[config.mk]
export PLATFORM = sky130hd
export DESIGN_NAME = immediate_extension_pipe
export DESIGN_NICKNAME = d
export VERILOG_FILES = /design/src/rtl/immediate_extension_pipe.sv
export SDC_FILE = /design/constraint.sdc
export NUM_CORES = 1
export LEC_CHECK = 0
export ABC_CLOCK_PERIOD_IN_PS = 1700
export BUFFER_PORTS_ARGS = -buffer_cell sky130_fd_sc_hd__buf_2
export CAP_MARGIN = 0
export CORE_MARGIN = 2
export CORE_UTILIZATION = 27
export DETAILED_ROUTE_END_ITERATION = 6
export HOLD_SLACK_MARGIN = 0.15
export REMOVE_ABC_BUFFERS = 1
export SLEW_MARGIN = 40
export SYNTH_ARGS = -nofsm -noshare
export SYNTH_HDL_FRONTEND = slang
export SYNTH_SLANG_ARGS = --single-unit
export TNS_END_PERCENT = 100
[constraint.sdc]
create_clock -name clk -period 1.7 [get_ports clk]
set_clock_uncertainty 0.05 [all_clocks]
set_input_delay 0.34 -clock clk [delete_from_list [all_inputs] [get_ports clk]]
set_output_delay 0.34 -clock clk [all_outputs]
set_load 0.005 [all_outputs]
[src/rtl/immediate_extension_pipe.sv]
// immediate_extension_pipe: extends an N-bit immediate to M bits (sign, zero,
// shifted branch offset, load-upper) behind a registered output stage with a
// one-entry skid buffer so valid/ready sustains one transfer per cycle.
module immediate_extension_pipe #(
  parameter int unsigned N     = 16,
  parameter int unsigned M     = 32,
  parameter int unsigned SHIFT = 2
) (
  input  logic         clk,
  input  logic         rst,
  input  logic         in_valid,
  output logic         in_ready,
  input  logic [N-1:0] imm_in,
  input  logic [1:0]   mode,
  output logic         out_valid,
  input  logic         out_ready,
  output logic [M-1:0] imm_out,
  output logic         ovf
);

  // Width of the sign-extended value before branch-mode truncation.
  localparam int unsigned W = M + SHIFT;

  localparam logic [1:0] MODE_SIGN   = 2'b00;
  localparam logic [1:0] MODE_ZERO   = 2'b01;
  localparam logic [1:0] MODE_BRANCH = 2'b10;
  localparam logic [1:0] MODE_UPPER  = 2'b11;

  logic [W-1:0] sx_wide;
  logic [W-1:0] br_wide;
  logic [M-1:0] sx_val;
  logic [M-1:0] zx_val;
  logic [M-1:0] up_val;
  logic         br_lost;
  logic [M-1:0] ext_data;
  logic         ext_ovf;

  logic [M-1:0] sk_data;
  logic         sk_ovf;
  logic         sk_valid;

  logic         accept;
  logic         drain;

  // Candidate results for every mode, built from the raw field.
  always_comb begin
    sx_wide            = {W{imm_in[N-1]}};
    sx_wide[N-1:0]     = imm_in;
    br_wide            = sx_wide << SHIFT;
    sx_val             = {M{imm_in[N-1]}};
    sx_val[N-1:0]      = imm_in;
    zx_val             = '0;
    zx_val[N-1:0]      = imm_in;
    up_val             = '0;
    up_val[M-1:M-N]    = imm_in;
  end

  // Branch overflow: the bits dropped by truncation must all repeat the kept sign bit.
  generate
    if (SHIFT > 0) begin : g_br_ovf
      assign br_lost = (br_wide[W-1:M] != {SHIFT{br_wide[M-1]}});
    end else begin : g_br_no_ovf
      assign br_lost = 1'b0;
    end
  endgenerate

  // Select the extension result and its overflow flag by mode.
  always_comb begin
    ext_data = sx_val;
    ext_ovf  = 1'b0;
    case (mode)
      MODE_SIGN:   ext_data = sx_val;
      MODE_ZERO:   ext_data = zx_val;
      MODE_BRANCH: begin
        ext_data = br_wide[M-1:0];
        ext_ovf  = br_lost;
      end
      MODE_UPPER:  ext_data = up_val;
      default:     ext_data = sx_val;
    endcase
  end

  // Ready depends only on held state (and reset), never on out_ready.
  assign in_ready = !sk_valid && !rst;
  assign accept   = in_valid && in_ready;
  assign drain    = out_valid && out_ready;

  // Output register and skid buffer; skid always drains before new input is taken.
  always_ff @(posedge clk) begin
    if (rst) begin
      out_valid <= 1'b0;
      imm_out   <= '0;
      ovf       <= 1'b0;
      sk_valid  <= 1'b0;
      sk_data   <= '0;
      sk_ovf    <= 1'b0;
    end else if (sk_valid) begin
      if (drain) begin
        imm_out  <= sk_data;
        ovf      <= sk_ovf;
        sk_valid <= 1'b0;
      end
    end else if (!out_valid || drain) begin
      out_valid <= accept;
      if (accept) begin
        imm_out <= ext_data;
        ovf     <= ext_ovf;
      end
    end else if (accept) begin
      sk_data  <= ext_data;
      sk_ovf   <= ext_ovf;
      sk_valid <= 1'b1;
    end
  end

endmodule

==> summary.txt, run 1 <==
Status
  – Status: completed

Floorplan
  – Top Ports: 57
  – Initial core utilization: 27.7%
  – Die area: 0.0126 mm^2
  – Die extent in x: 112 um
  – Area of the core: 0.0114 mm^2
  – Cell Rows: 39
  – Die height: 112 um

Final layout
  – Share of post-route cells with drive strength above 1: 33.8%
  – # fillers: 1211
  – Area growth syn-to-layout: 24.2%
  – ANT cells: 0
  – NumNets Final: 413
  – Post-layout util: 34.4%

Logic synthesis
  – Syn Area/Cell: 9.53 um^2
  – Cells after Synth: 332
  – Top-count cell post-synth: dfxtp_1
  – FF+latch count, synth: 66
  – Post-synth top cells: 66 x dfxtp_1, 36 x nand2_1, 35 x nand2b_1, 35 x nor2_1
  – Sequential area share after synthesis: 41.8%
  – Post-synth EDFFs: 0
  – Predominant post-synthesis flop cell: dfxtp_1
  – Netlist Area Pre-Place: 0.00316 mm^2
  – Ranking of synthesized cells by area: dfxtp_1 42%, a211oi_2 11%, a32o_1 9.2%
  – Synth cell types: 34
  – Area leader, netlist: dfxtp_1
  – Async SR Flop Fraction: 0%
  – Synth top area share: 41.8%
  – Syn. warnings: 0

Route
  – Post-route ant nets: 0
  – Via density: 4.94
  – Routed wire per std cell: 15.7 um
  – WL final: 8440 um
  – DRC: 0
  – Pre-antenna DRT Iters: 4
  – Vias: 2661
  – DRT iter0 DRCs: 127

Timing
  – Endpoints failing hold: 0
  – Max Clk Rate: 634 MHz
  – Setup-failing EPs final: 0
  – Fin crit share: 92.8%
  – Post-route setup TNS: 0 ns
  – Fin crit period: 1.58 ns
  – Unrepaired setup endpoints after global routing: false
  – Max Slew Vio Count: 0
  – Final WS setup: 0.122 ns

Setup path
  – WS Path Type: flop to flop
  – CP endpoint kind: flop
  – Crit path from: out_valid
  – Critical path peak fanout: 23
  – Reg-to-Reg End: imm_out[3]
  – Worst Setup Start Kind: flop
  – Slack of the worst reg-to-reg path: 0.12 ns
  – WP data required: 1.87 ns
  – Reg2reg start: out_valid
  – Worst Path Arrival: 1.74 ns
  – CP Capture Point: imm_out[3]
  – R2R cell count: 5

Clock tree
  – Clk buf depth: 2
  – # H-tree levels: 3
  – # Post-CTS Setup Buffers: 0
  – # clock sinks: 66
  – CTS tree: built
  – Total CTS buffers: 9
  – Root Driver: clkbuf_16
  – Post_cts resized: 0
  – Clock transition at path regs: 0.05 ns
  – Worst-Skew Late Latency: 0.32 ns
  – Post-CTS Hold Fix Bufs: 0

GRT
  – GR Overflow Total: 0
  – First-pass GRT wire length: 14300 um
  – GRT met3 Usage: 4.91%
  – Met2 Track Usage GR: 23.0%
  – Total global-route track usage: 14.3%
  – GR Layer Usage met1: 18.3%
  – Antenna violations before repair: 1
  – Largest net degree at the start of global routing: 45
  – Busiest grt layer: met2
  – Number of global-route vias before repair: 2780

Pwr
  – P per Cell Area: 1060 mW/mm^2
  – Worst VDD drop: 0.385 mV
  – Pleak: 1.54 nW

Placed design
  – IO buf count: 55
  – Placer congestion estimate: 0.758
  – Worst slack, placed: 0.0665 ns
  – HPWL after DPL: 6050 um

Min path
  – Worst Hold Path Cells: 3
  – Worst Hold Launch: imm_in[15]
  – Hold Crit Class: input pin to flop

Job
  – Max Cap Viol: 0
[sequential cells by signal, indices dropped and copies added, names as in the netlist]
register	flops
sk_data	32
imm_out	32
out_valid	1
sk_valid	1
[metal layers]
| layer | up-vias | share of wire [%] |
|---|---|---|
| met5 | - | 0 |
| met4 | 0 | 0.92 |
| met3 | 6 | 6.0 |
| met2 | 49 | 47 |
| met1 | 1305 | 46 |
| li1 | 1301 | - |
[how the worst min path moves through the flow]
stage               slack (ns)     endpoint
floorplan                 0.35  sk_data[31]
global placement          0.39   sk_data[0]
detailed placement        0.40  imm_out[21]
CTS                       0.26    out_valid
global route              0.26  sk_data[31]
finish                    0.26  sk_data[31]
[worst max-delay path, stage by stage (launching register included)]
cell and delay [ns]:
dfxtp_1 0.41, and2b_4 0.24, nor3_2 0.28, nor2_2 0.10
buf_12 0.17, a32o_1 0.21
[power breakdown]
part           switching, mW  leakage [nW]  internal [mW]
Combinational          0.326         0.843          0.251
Clock                  0.666         0.159           1.25
Sequential            0.0448         0.538           1.63
[cell usage in the layout (no fill, tap or decap), types with 2 or more instances in the layout]
cell type  Yosys  layout
nand2b_1      35      35
mux2i_1        3       3
buf_4          3      19
a211oi_2      28      28
a21oi_1       29      29
buf_12         0       4
nor2b_1       16      16
nor4_4         2       2
nor2_1        35      35
buf_2          8      55
dfxtp_1       66      66
o21ai_0        3       3
clkinv_2       0       2
nand2_1       36      36
a21oi_2        3       3
clkbuf_16      0       9
a32o_1        29      29
clkbuf_8       0       3
[per-stage QoR]
stage	area, um^2	power, mW	cells	hold slack (ns)
2_1_floorplan	2940	2.01	302	0.352
3_3_place_gp	3620	2.28	523	0.394
3_5_place_dp	3620	2.29	523	0.401
4_1_cts	3930	4.21	539	0.258
5_1_grt	3930	4.37	539	0.264
6_report	3930	4.17	539	0.260
[cells by family after synthesis]
logic type | after synthesis | synth area share (%)
mux | 3 | 0.949
simple gates | 133 | 22.0
compound gates | 97 | 27.8
buf+inv | 32 | 7.35
other cells | 1 | 0.119
flops | 66 | 41.8
[layout make-up]
cell class,count,area [um^2],area share [%]
clock buffer,12,267,6.78
sequential,66,1320,33.6
timing repair buffer,78,498,12.7
multi-input combinational,234,1610,41.0
clock inverter,4,48.8,1.24
tap,143,179,4.55
inverter,2,7.51,0.191
Power figures use the tool's default switching activity.
==> run 2, diff against run 1 <==
Settings changed: ABC_CLOCK_PERIOD_IN_PS 1700 to 1920, BUFFER_PORTS_ARGS -buffer_cell sky130_fd_sc_hd__buf_2 to -buffer_cell sky130_fd_sc_hd__clkbuf_2, CTS_CLUSTER_SIZE set to 30.
Clock period 1.7 ns to 1.92 ns, I/O delays scaled along.
==> run 2 against run 1 <==
Combinational power down 15%. Clock-buffer cell count down 2. Critical path depth down 1. Core utilization down 0.87 points. Cell count down 1.5%. Sequential share of layout area up 0.87 points. Register-to-register slack about the same. Non-clock buffer count down 8. Via count down 1.2%. Die area unchanged. Worst setup slack better by 0.0081 ns. Power down 14%. Critical path type unchanged. Largest cell class unchanged.
==> summary.txt, run 2 (synthesis gave the netlist of run 1 again) <==
Setup path
  – R2R cell count: 4 (-1)
  – Worst Setup Start Kind: flop
  – WP data required: 2.14 ns (+0.27 ns)
  – Crit path from: out_valid
  – WS Path Type: flop to flop
  – Slack of the worst reg-to-reg path: 0.13 ns (about the same)
  – Reg2reg start: out_valid
  – Critical path peak fanout: 24 (+4.3%)
  – Reg-to-Reg End: imm_out[27]
  – Worst Path Arrival: 2.01 ns (+0.27 ns)
  – CP endpoint kind: flop

Clock tree
  – Clock transition at path regs: 0.05 ns (about the same)
  – # Post-CTS Setup Buffers: 0 (unchanged)
  – Root Driver: clkbuf_16
  – # clock sinks: 66 (unchanged)
  – CTS tree: built
  – # H-tree levels: 3 (unchanged)
  – Worst-Skew Late Latency: 0.33 ns (about the same)
  – Post_cts resized: 0 (unchanged)
  – Clk buf depth: 2 (unchanged)
  – Post-CTS Hold Fix Bufs: 0 (unchanged)
  – Total CTS buffers: 9 (unchanged)

GRT
  – Total global-route track usage: 14.0% (-0.21 points)
  – Largest net degree at the start of global routing: 35 (-22%)
  – First-pass GRT wire length: 14000 um (-2.1%)
  – Number of global-route vias before repair: 2657 (-4.4%)
  – GR Overflow Total: 0 (unchanged)
  – Antenna violations before repair: 0 (-1)

Final layout
  – NumNets Final: 405 (-1.9%)
  – Share of post-route cells with drive strength above 1: 32.5% (-1.4 points)
  – Commonest non-fill, non-tap cell in the layout: dfxtp_1
  – Area growth syn-to-layout: 21.1%
  – Post-route cell area: 0.00383 mm^2 (-2.5%)
  – ANT cells: 0 (unchanged)
  – Post-layout util: 33.6% (-0.87 points)
  – Commonest non-fill, non-tap cells in the layout: 66 x dfxtp_1, 55 x clkbuf_2, 36 x nand2_1, 35 x nor2_1, 35 x nand2b_1
  – Largest regs: imm_out (32), sk_data (32)

Min path
  – Worst Hold Path Cells: 3 (unchanged)
  – Hold endpoint: out_valid
  – Hold Crit Class: input pin to flop
  – Worst Hold Launch: in_valid

Pwr
  – Pleak: 1.46 nW (-5.0%)
  – Pint: 2.64 mW (-16%)
  – Clock power frac: 44.7% (-1.3 points)
  – Comb power frac: 13.7% (about the same)
  – Sequential share of power: 41.6% (+1.4 points)
  – Sw Ratio: 26.0% (+1.2 points)
  – Sw power: 0.930 mW (-10%)
  – Worst VDD drop: 0.369 mV (-4.2%)
  – P per Cell Area: 932 mW/mm^2 (-12%)

Job
  – Max Cap Viol: 0 (unchanged)

Placed design
  – Worst slack, placed: 0.0358 ns (-0.0308 ns)
  – IO buf count: 55 (unchanged)
  – Post-DP Area: 0.00355 mm^2 (-1.9%)
  – Placer congestion estimate: 0.685 (-9.6%)
  – HPWL after DPL: 5820 um (-3.7%)

Floorplan
  – Initial core utilization: 27.7% (unchanged)
  – Top Ports: 57 (unchanged)
  – Area of the core: 0.0114 mm^2 (unchanged)
  – Die height: 112 um (unchanged)
  – Cell Rows: 39 (unchanged)
  – Die extent in x: 112 um (unchanged)
  – Die area: 0.0126 mm^2 (unchanged)

Timing
  – Fin crit share: 93.2% (+0.40 points)
  – Fin crit period: 1.79 ns (+0.212 ns)
  – Tightest Pin Transition: 0.739 ns
  – Final WS setup: 0.130 ns (+0.00813 ns)
  – Endpoints failing hold: 0 (unchanged)
  – Unrepaired setup endpoints after global routing: false
  – Slew HR: 50.5%
  – Max Slew Vio Count: 0 (unchanged)
  – Setup-failing EPs final: 0 (unchanged)
  – Max Clk Rate: 559 MHz (-12%)

Route
  – Via density: 4.95 (+0.25%)
  – DRC: 0 (unchanged)
  – Vias: 2628 (-1.2%)
  – Pre-antenna DRT Iters: 5 (+1)
  – DRT iter0 DRCs: 124 (-2.4%)
  – WL final: 8660 um (+2.7%)
  – Routed wire per std cell: 16.3 um (+4.2%)
  – Post-route ant nets: 0 (unchanged)

Status
  – Status: completed
[run 2: cell types whose count changed in the layout (fill, tap and decap cells not counted)]
cell / delta
clkbuf_8: -3
clkinvlp_4: +1
buf_12: -1
clkinv_2: +2
buf_2: -55
clkbuf_1: +1
buf_4: -7
clkinv_4: -1
nor2b_2: +1
clkbuf_2: +55
nor2b_1: -1
[run 2: area by class of cell]
class                      instances  area, um^2
fill                            1198        7590
multi-input combinational        234        1610
sequential                        66        1320
timing repair buffer              70         425
clock buffer                      10         229
tap                              143         179
clock inverter                     6        57.6
inverter                           2        7.51
[run 2: metrics by stage]
step	TNS, ns	total power [mW]	instances	hold WS, ns
after global routing	0	3.72	531	0.337
final	0	3.57	531	0.313
after floorplan	-56.72	1.78	302	0.381
after detailed placement	0	2.01	515	0.404
after CTS	0	3.60	531	0.304
after global placement	-0.336	2.00	515	0.395
[run 2: power groups by stage]
stage | clock (mW) | sequential [mW] | combinational (mW)
after global placement | 0 | 1.52 | 0.485
final | 1.60 | 1.49 | 0.489
after CTS | 1.62 | 1.49 | 0.497
after detailed placement | 0 | 1.52 | 0.495
after global routing | 1.68 | 1.50 | 0.542
after floorplan | 0 | 1.52 | 0.254
[run 2: per-layer routing]
layer	part of all wire [%]	global-route usage (%)	vias to the layer above
met5	0	0	-
met4	1.7	5.77	0
met3	6.7	4.27	13
met2	46	21.8	71
met1	46	18.2	1267
li1	-	-	1277
[run 2: worst max path at each step]
stage / end / slack [ns] / depth (start not counted)
after floorplan: sk_data[28] / -1.38 / 3
after global placement: imm_out[26] / -0.05 / 5
after detailed placement: imm_out[9] / 0.04 / 5
after CTS: imm_out[27] / 0.13 / 4
after global routing: imm_out[4] / 0.0003 / 4
final: imm_out[27] / 0.13 / 4
[run 2: critical path: stages (launching register included)]
cell and delay, ns:
dfxtp_1 0.43, and2b_4 0.25, nor4_4 0.38, buf_4 0.39, a32o_1 0.22
